File: src/rtl/fetch_unit_pkg.sv
// Shared definitions for the instruction fetch unit.
// FETCH_MISALIGN_CHECK_EN adds the HALT state used after a misaligned redirect.
package fetch_unit_pkg;

  localparam int unsigned INST_W = 32;
  localparam logic [31:0] RESET_PC_DEFAULT = 32'h8000_0000;

  typedef enum logic [2:0] {
    ST_REQ,
    ST_WAIT,
    ST_HOLD,
    ST_DROP
`ifdef FETCH_MISALIGN_CHECK_EN
    ,
    ST_HALT
`endif
  } fetch_state_e;

endpackage

File: src/rtl/fetch_unit.sv
// Single-outstanding instruction fetch: request, wait, hold for decode, drop on redirect.
// FETCH_MISALIGN_CHECK_EN enables the sticky misalign flag and HALT on misaligned redirects.
module fetch_unit
  import fetch_unit_pkg::*;
#(
  parameter int unsigned     XLEN     = 32,
  parameter logic [XLEN-1:0] RESET_PC = XLEN'(RESET_PC_DEFAULT)
) (
  input  logic              clock,
  input  logic              reset,
  output logic              imem_req_valid,
  input  logic              imem_req_ready,
  output logic [XLEN-1:0]   imem_req_addr,
  input  logic              imem_rsp_valid,
  input  logic [INST_W-1:0] imem_rsp_data,
  output logic              id_valid,
  input  logic              id_ready,
  output logic [INST_W-1:0] id_inst,
  output logic [XLEN-1:0]   id_pc,
  input  logic              pc_branch,
  input  logic [XLEN-1:0]   target_pc
`ifdef FETCH_MISALIGN_CHECK_EN
  ,
  output logic              misalign
`endif
);

  fetch_state_e      state_q, state_d;
  logic [XLEN-1:0]   pc_q, pc_d;
  logic              req_valid_q, req_valid_d;
  logic [XLEN-1:0]   req_addr_q, req_addr_d;
  logic              id_valid_q, id_valid_d;
  logic [INST_W-1:0] id_inst_q, id_inst_d;
  logic [XLEN-1:0]   id_pc_q, id_pc_d;
  logic              redirect;
`ifdef FETCH_MISALIGN_CHECK_EN
  logic              misalign_q, misalign_d;
`endif

  // Next-state, PC and instruction-register update; redirect outranks every other event.
  always_comb begin
    state_d   = state_q;
    pc_d      = pc_q;
    id_inst_d = id_inst_q;
    id_pc_d   = id_pc_q;
    redirect  = pc_branch;
`ifdef FETCH_MISALIGN_CHECK_EN
    misalign_d = misalign_q;
    if (state_q == ST_HALT) redirect = 1'b0;
`endif

    case (state_q)
      ST_REQ: begin
        if (redirect)            state_d = imem_req_ready ? ST_DROP : ST_REQ;
        else if (imem_req_ready) state_d = ST_WAIT;
      end
      ST_WAIT: begin
        if (redirect) begin
          state_d = imem_rsp_valid ? ST_REQ : ST_DROP;
        end else if (imem_rsp_valid) begin
          id_inst_d = imem_rsp_data;
          id_pc_d   = pc_q;
          state_d   = ST_HOLD;
        end
      end
      ST_HOLD: begin
        if (redirect) begin
          state_d = ST_REQ;
        end else if (id_ready) begin
          pc_d    = pc_q + XLEN'(4);
          state_d = ST_REQ;
        end
      end
      ST_DROP: begin
        if (!redirect && imem_rsp_valid) state_d = ST_REQ;
      end
`ifdef FETCH_MISALIGN_CHECK_EN
      ST_HALT: state_d = ST_HALT;
`endif
      default: state_d = ST_REQ;
    endcase

    if (redirect) pc_d = target_pc & ~XLEN'(3);

`ifdef FETCH_MISALIGN_CHECK_EN
    // A misaligned target freezes fetch; any owed response lands in HALT and is ignored.
    if (redirect && (target_pc[1:0] != 2'b00)) begin
      misalign_d = 1'b1;
      pc_d       = pc_q;
      state_d    = ST_HALT;
    end
`endif

    req_valid_d = (state_d == ST_REQ);
    req_addr_d  = pc_d;
    id_valid_d  = (state_d == ST_HOLD);
  end

  always_ff @(posedge clock) begin
    if (reset) begin
      state_q     <= ST_REQ;
      pc_q        <= RESET_PC;
      req_valid_q <= 1'b1;
      req_addr_q  <= RESET_PC;
      id_valid_q  <= 1'b0;
      id_inst_q   <= '0;
      id_pc_q     <= '0;
`ifdef FETCH_MISALIGN_CHECK_EN
      misalign_q  <= 1'b0;
`endif
    end else begin
      state_q     <= state_d;
      pc_q        <= pc_d;
      req_valid_q <= req_valid_d;
      req_addr_q  <= req_addr_d;
      id_valid_q  <= id_valid_d;
      id_inst_q   <= id_inst_d;
      id_pc_q     <= id_pc_d;
`ifdef FETCH_MISALIGN_CHECK_EN
      misalign_q  <= misalign_d;
`endif
    end
  end

  assign imem_req_valid = req_valid_q;
  assign imem_req_addr  = req_addr_q;
  assign id_valid       = id_valid_q;
  assign id_inst        = id_inst_q;
  assign id_pc          = id_pc_q;
`ifdef FETCH_MISALIGN_CHECK_EN
  assign misalign       = misalign_q;
`endif

endmodule
File: config.mk
export PLATFORM = sky130hd
export DESIGN_NAME = fetch_unit
export DESIGN_NICKNAME = d
export VERILOG_FILES = /design/src/rtl/fetch_unit_pkg.sv /design/src/rtl/fetch_unit.sv
export SDC_FILE = /design/constraint.sdc
export NUM_CORES = 1
export LEC_CHECK = 0
export CAP_MARGIN = 20
export CORE_MARGIN = 2
export CORE_UTILIZATION = 39
export DETAILED_ROUTE_END_ITERATION = 6
export PLACE_DENSITY = 0.8
export SYNTH_ARGS = -nofsm -noshare
export SYNTH_HDL_FRONTEND = slang
export SYNTH_SLANG_ARGS = --single-unit
File: constraint.sdc
create_clock -name clock -period 1.84 [get_ports clock]
set_clock_uncertainty 0.15 [all_clocks]
set_input_delay 0.276 -clock clock [delete_from_list [all_inputs] [get_ports clock]]
set_output_delay 0.276 -clock clock [all_outputs]
set_load 0.005 [all_outputs]
==> reports/qor.csv <==
stage,metric,value,unit
cells_and_area,fillers,837,
synth,Netlist cell types,44,
detailed_routing,via count,4614,
sta,# setup viols final,16,
critical_path,"Cell Chain, Critical Path",and4bb_2 > buf_4 > nand4_4 > buf_6 > or4_1 > a311oi_2,
synth,Post-synth EDFFs,0,
clocking,clock sink count,97,
cells_and_area,multi-input logic area,2150,sq um
floorplan,DIE HEIGHT,107,um
sta,fmax,509,MHz
detailed_routing,drc violations,0,
placed_design,dpl cell area,6350,sq um
placed_design,Buffers on Ports,161,
critical_path,Buf/Inv on CP,2,
critical_path,Worst setup EP type,register,
global_route,largest net degree at the start of global routing,47,
sta,"Slew Viols, Final",0,
global_route,initial antenna violation count,0,
sta,Final Hold Fails,0,
clocking,CTS Root Buffer Type,clkbuf_8,
clocking,CTS Hold Bufs,0,
cells_and_area,design area,6770,sq um
sta,fin crit period,1.97,ns
outcome,status,"finished, violations left",
critical_path,"Max FO, Critical Path",7,
synth,Yosys reg bits,97,
critical_path,"CP delay by family, top",simple AND/OR/NAND/NOR gates,
global_route,first-pass GRT wire length,20700,um
power,Leak Pwr,2.39,nW
critical_path,slowest CP cell,or4_1,
critical_path,critical path launch point type,register,
sta,unrepaired setup endpoints after global routing,true,
synth,combined area of all synthesized cells,4160,sq um
critical_path,CP Data Required Time,1.97,ns
synth,Yosys Warn Count,0,
cells_and_area,share of layout cells above drive strength 1,18.3,%
floorplan,die width,107,um
cells_and_area,"commonest non-fill, non-tap cell in the layout",clkdlybuf4s50_1,
cells_and_area,Storage cell area,1970,sq um
cells_and_area,Layout Utilization,65.6,%
detailed_routing,DR WL/cell,15.3,um
outcome,failing checks,setup timing,
clocking,clk buf depth,2,
synth,sequential fraction of the synthesis area,46.7,%
floorplan,Rows,37,
floorplan,Initial Utilization,40.3,%
min_path,Tightest Hold Check Type,input port to register,
sta,period utilization,107,%
clocking,total CTS buffers,9,
global_route,Tot GR Track Use,22.5,%
synth,ys async rst share,0,%
detailed_routing,final WL,13400,um
clocking,CTS tree,done,
power,Max IR drop VDD,0.358,mV
sta,fin worst setup slack,-0.125,ns
detailed_routing,Antenna Violating Nets Remaining,0,
placed_design,HPWL Detailed,9830,um
cells_and_area,most frequent cells in the layout,"clkdlybuf4s50_1, nand2_1, dfxtp_1, a21oi_1, buf_4",
critical_path,crit path from,state_q[2],
power,Pwr Total,4.31,mW
cells_and_area,P&R area growth vs syn,62.8,%
floorplan,IO Pins,168,
placed_design,GPL Wtd Cong,0.818,
cells_and_area,Nets,805,
critical_path,"Data arrival, critical path",2.10,ns
critical_path,critical path class,register to register,
detailed_routing,DRT iter0 DRCs,207,
cells_and_area,antenna cells,0,
synth,Syn Inst Count,531,
detailed_routing,1st-pass router iterations,7,
min_path,Hold Startpoint,reset,
floorplan,CORE AREA,10300,sq um
critical_path,flop2flop setup slack,-0.13,ns
detailed_routing,vias per inst,5.27,
floorplan,DIE AREA,11500,sq um
power,pwr dens,637,nW/um^2
critical_path,"slowest stage delay, CP",0.43,ns
synth,Main synth FF type,dfxtp_1,
clocking,CTS clock-pin slew for the worst setup and hold paths,0.10,ns
global_route,Congestion Overflow GR,0,
clocking,clk_lat worst skew,0.37,ns
flow_run,max-cap check violation count,0,
clocking,number of H-tree levels,3,
global_route,vias in the first global route,4406,
critical_path,Critical R2R Launch,state_q[2],
synth,syn_area_per_cell,7.83,sq um
worst paths after layout:
kind                       end  cells past startpoint
max          imem_req_addr[30]                      6
min reg2reg         id_inst[4]                      2
max reg2reg  imem_req_addr[30]                      6
min          imem_req_addr[25]                      2
routing by layer:
| metal | part of all wire [%] | vias to the layer above | wire length [um] | GRT usage, % |
|---|---|---|---|---|
| met2 | 51 | 151 | 6890 | 40.1 |
| met1 | 40 | 2183 | 5400 | 26.5 |
| li1 | - | 2259 | - | - |
| met5 | 0 | - | 0 | 0 |
| met3 | 6.1 | 21 | 821 | 4.30 |
| met4 | 2.4 | 0 | 320 | 9.18 |
flip-flops by register name, indices dropped and copies added (netlist names):
signal	cells
state_q	3
id_valid	1
imem_req_addr	30
imem_req_valid	1
id_pc	30
id_inst	32
cell type report:
class | count | share of cell area [%]
Clock buffer | 12 | 2.29
Tap cell | 136 | 2.51
Sequential cell | 97 | 29.2
Multi-Input combinational cell | 385 | 31.8
Clock inverter | 4 | 0.758
Inverter | 8 | 0.444
Timing Repair Buffer | 233 | 33.0
repair_timing:
| action | 4_1_cts | 5_1_grt |
|---|---|---|
| pin swaps | 15 | 14 |
| gates resized for setup | 9 | 43 |
| buffers inserted | 2 | 3 |
| hold endpoints to repair | 0 | 0 |
| endpoints found under the setup margin | 21 | 29 |
logic make-up after synthesis:
kind of cell    share of synthesized area [%]
simple gates                             27.5
compound gates                           18.5
flops                                    46.7
buf+inv                                  5.39
xor+xnor                                 1.26
fa+ha+maj                               0.542
other cells                            0.0902
through the flow:
stage / TNS, ns / cells / hold slack [ns] / worst slack [ns]
finish: -1.16 / 875 / 0.0825 / -0.125
global route: -2.45 / 875 / 0.105 / -0.188
CTS: -0.724 / 872 / 0.0721 / -0.106
detailed placement: -21.96 / 854 / 0.298 / -0.539
global placement: -18.31 / 854 / 0.291 / -0.492
floorplan: 0 / 535 / 0.262 / 0.00691
cells in the mapped netlist (2+ instances only):
| library cell | number | share of area (%) |
|---|---|---|
| inv_1 | 8 | 0.72 |
| nor3_1 | 8 | 0.96 |
| buf_2 | 2 | 0.24 |
| o31ai_1 | 9 | 1.6 |
| nor4_1 | 4 | 0.60 |
| a21oi_1 | 71 | 8.5 |
| buf_4 | 6 | 1.1 |
| nor2b_1 | 3 | 0.45 |
| dfxtp_1 | 97 | 47 |
| o31a_1 | 2 | 0.42 |
| a311oi_1 | 16 | 3.4 |
| and3_1 | 4 | 0.60 |
| nor2_1 | 29 | 2.6 |
| nand3_1 | 14 | 1.7 |
| xor2_1 | 5 | 1.1 |
| nand3b_1 | 2 | 0.36 |
| buf_1 | 2 | 0.18 |
| nand2_1 | 137 | 12 |
| nand4_1 | 9 | 1.4 |
| clkbuf_1 | 35 | 3.2 |
| a211oi_1 | 6 | 1.1 |
| and4_1 | 5 | 1.1 |
| and2_1 | 3 | 0.45 |
| or4_1 | 12 | 2.2 |
| nor3b_1 | 3 | 0.54 |
| or3_1 | 8 | 1.2 |
| o21ai_0 | 14 | 1.7 |
where the power goes:
part | switching [mW] | internal [mW] | leakage, nW
registers | 0.0513 | 2.16 | 0.797
logic | 0.267 | 0.380 | 1.49
clock network | 0.747 | 0.704 | 0.103
No activity file was read; power rests on OpenSTA's default activity.
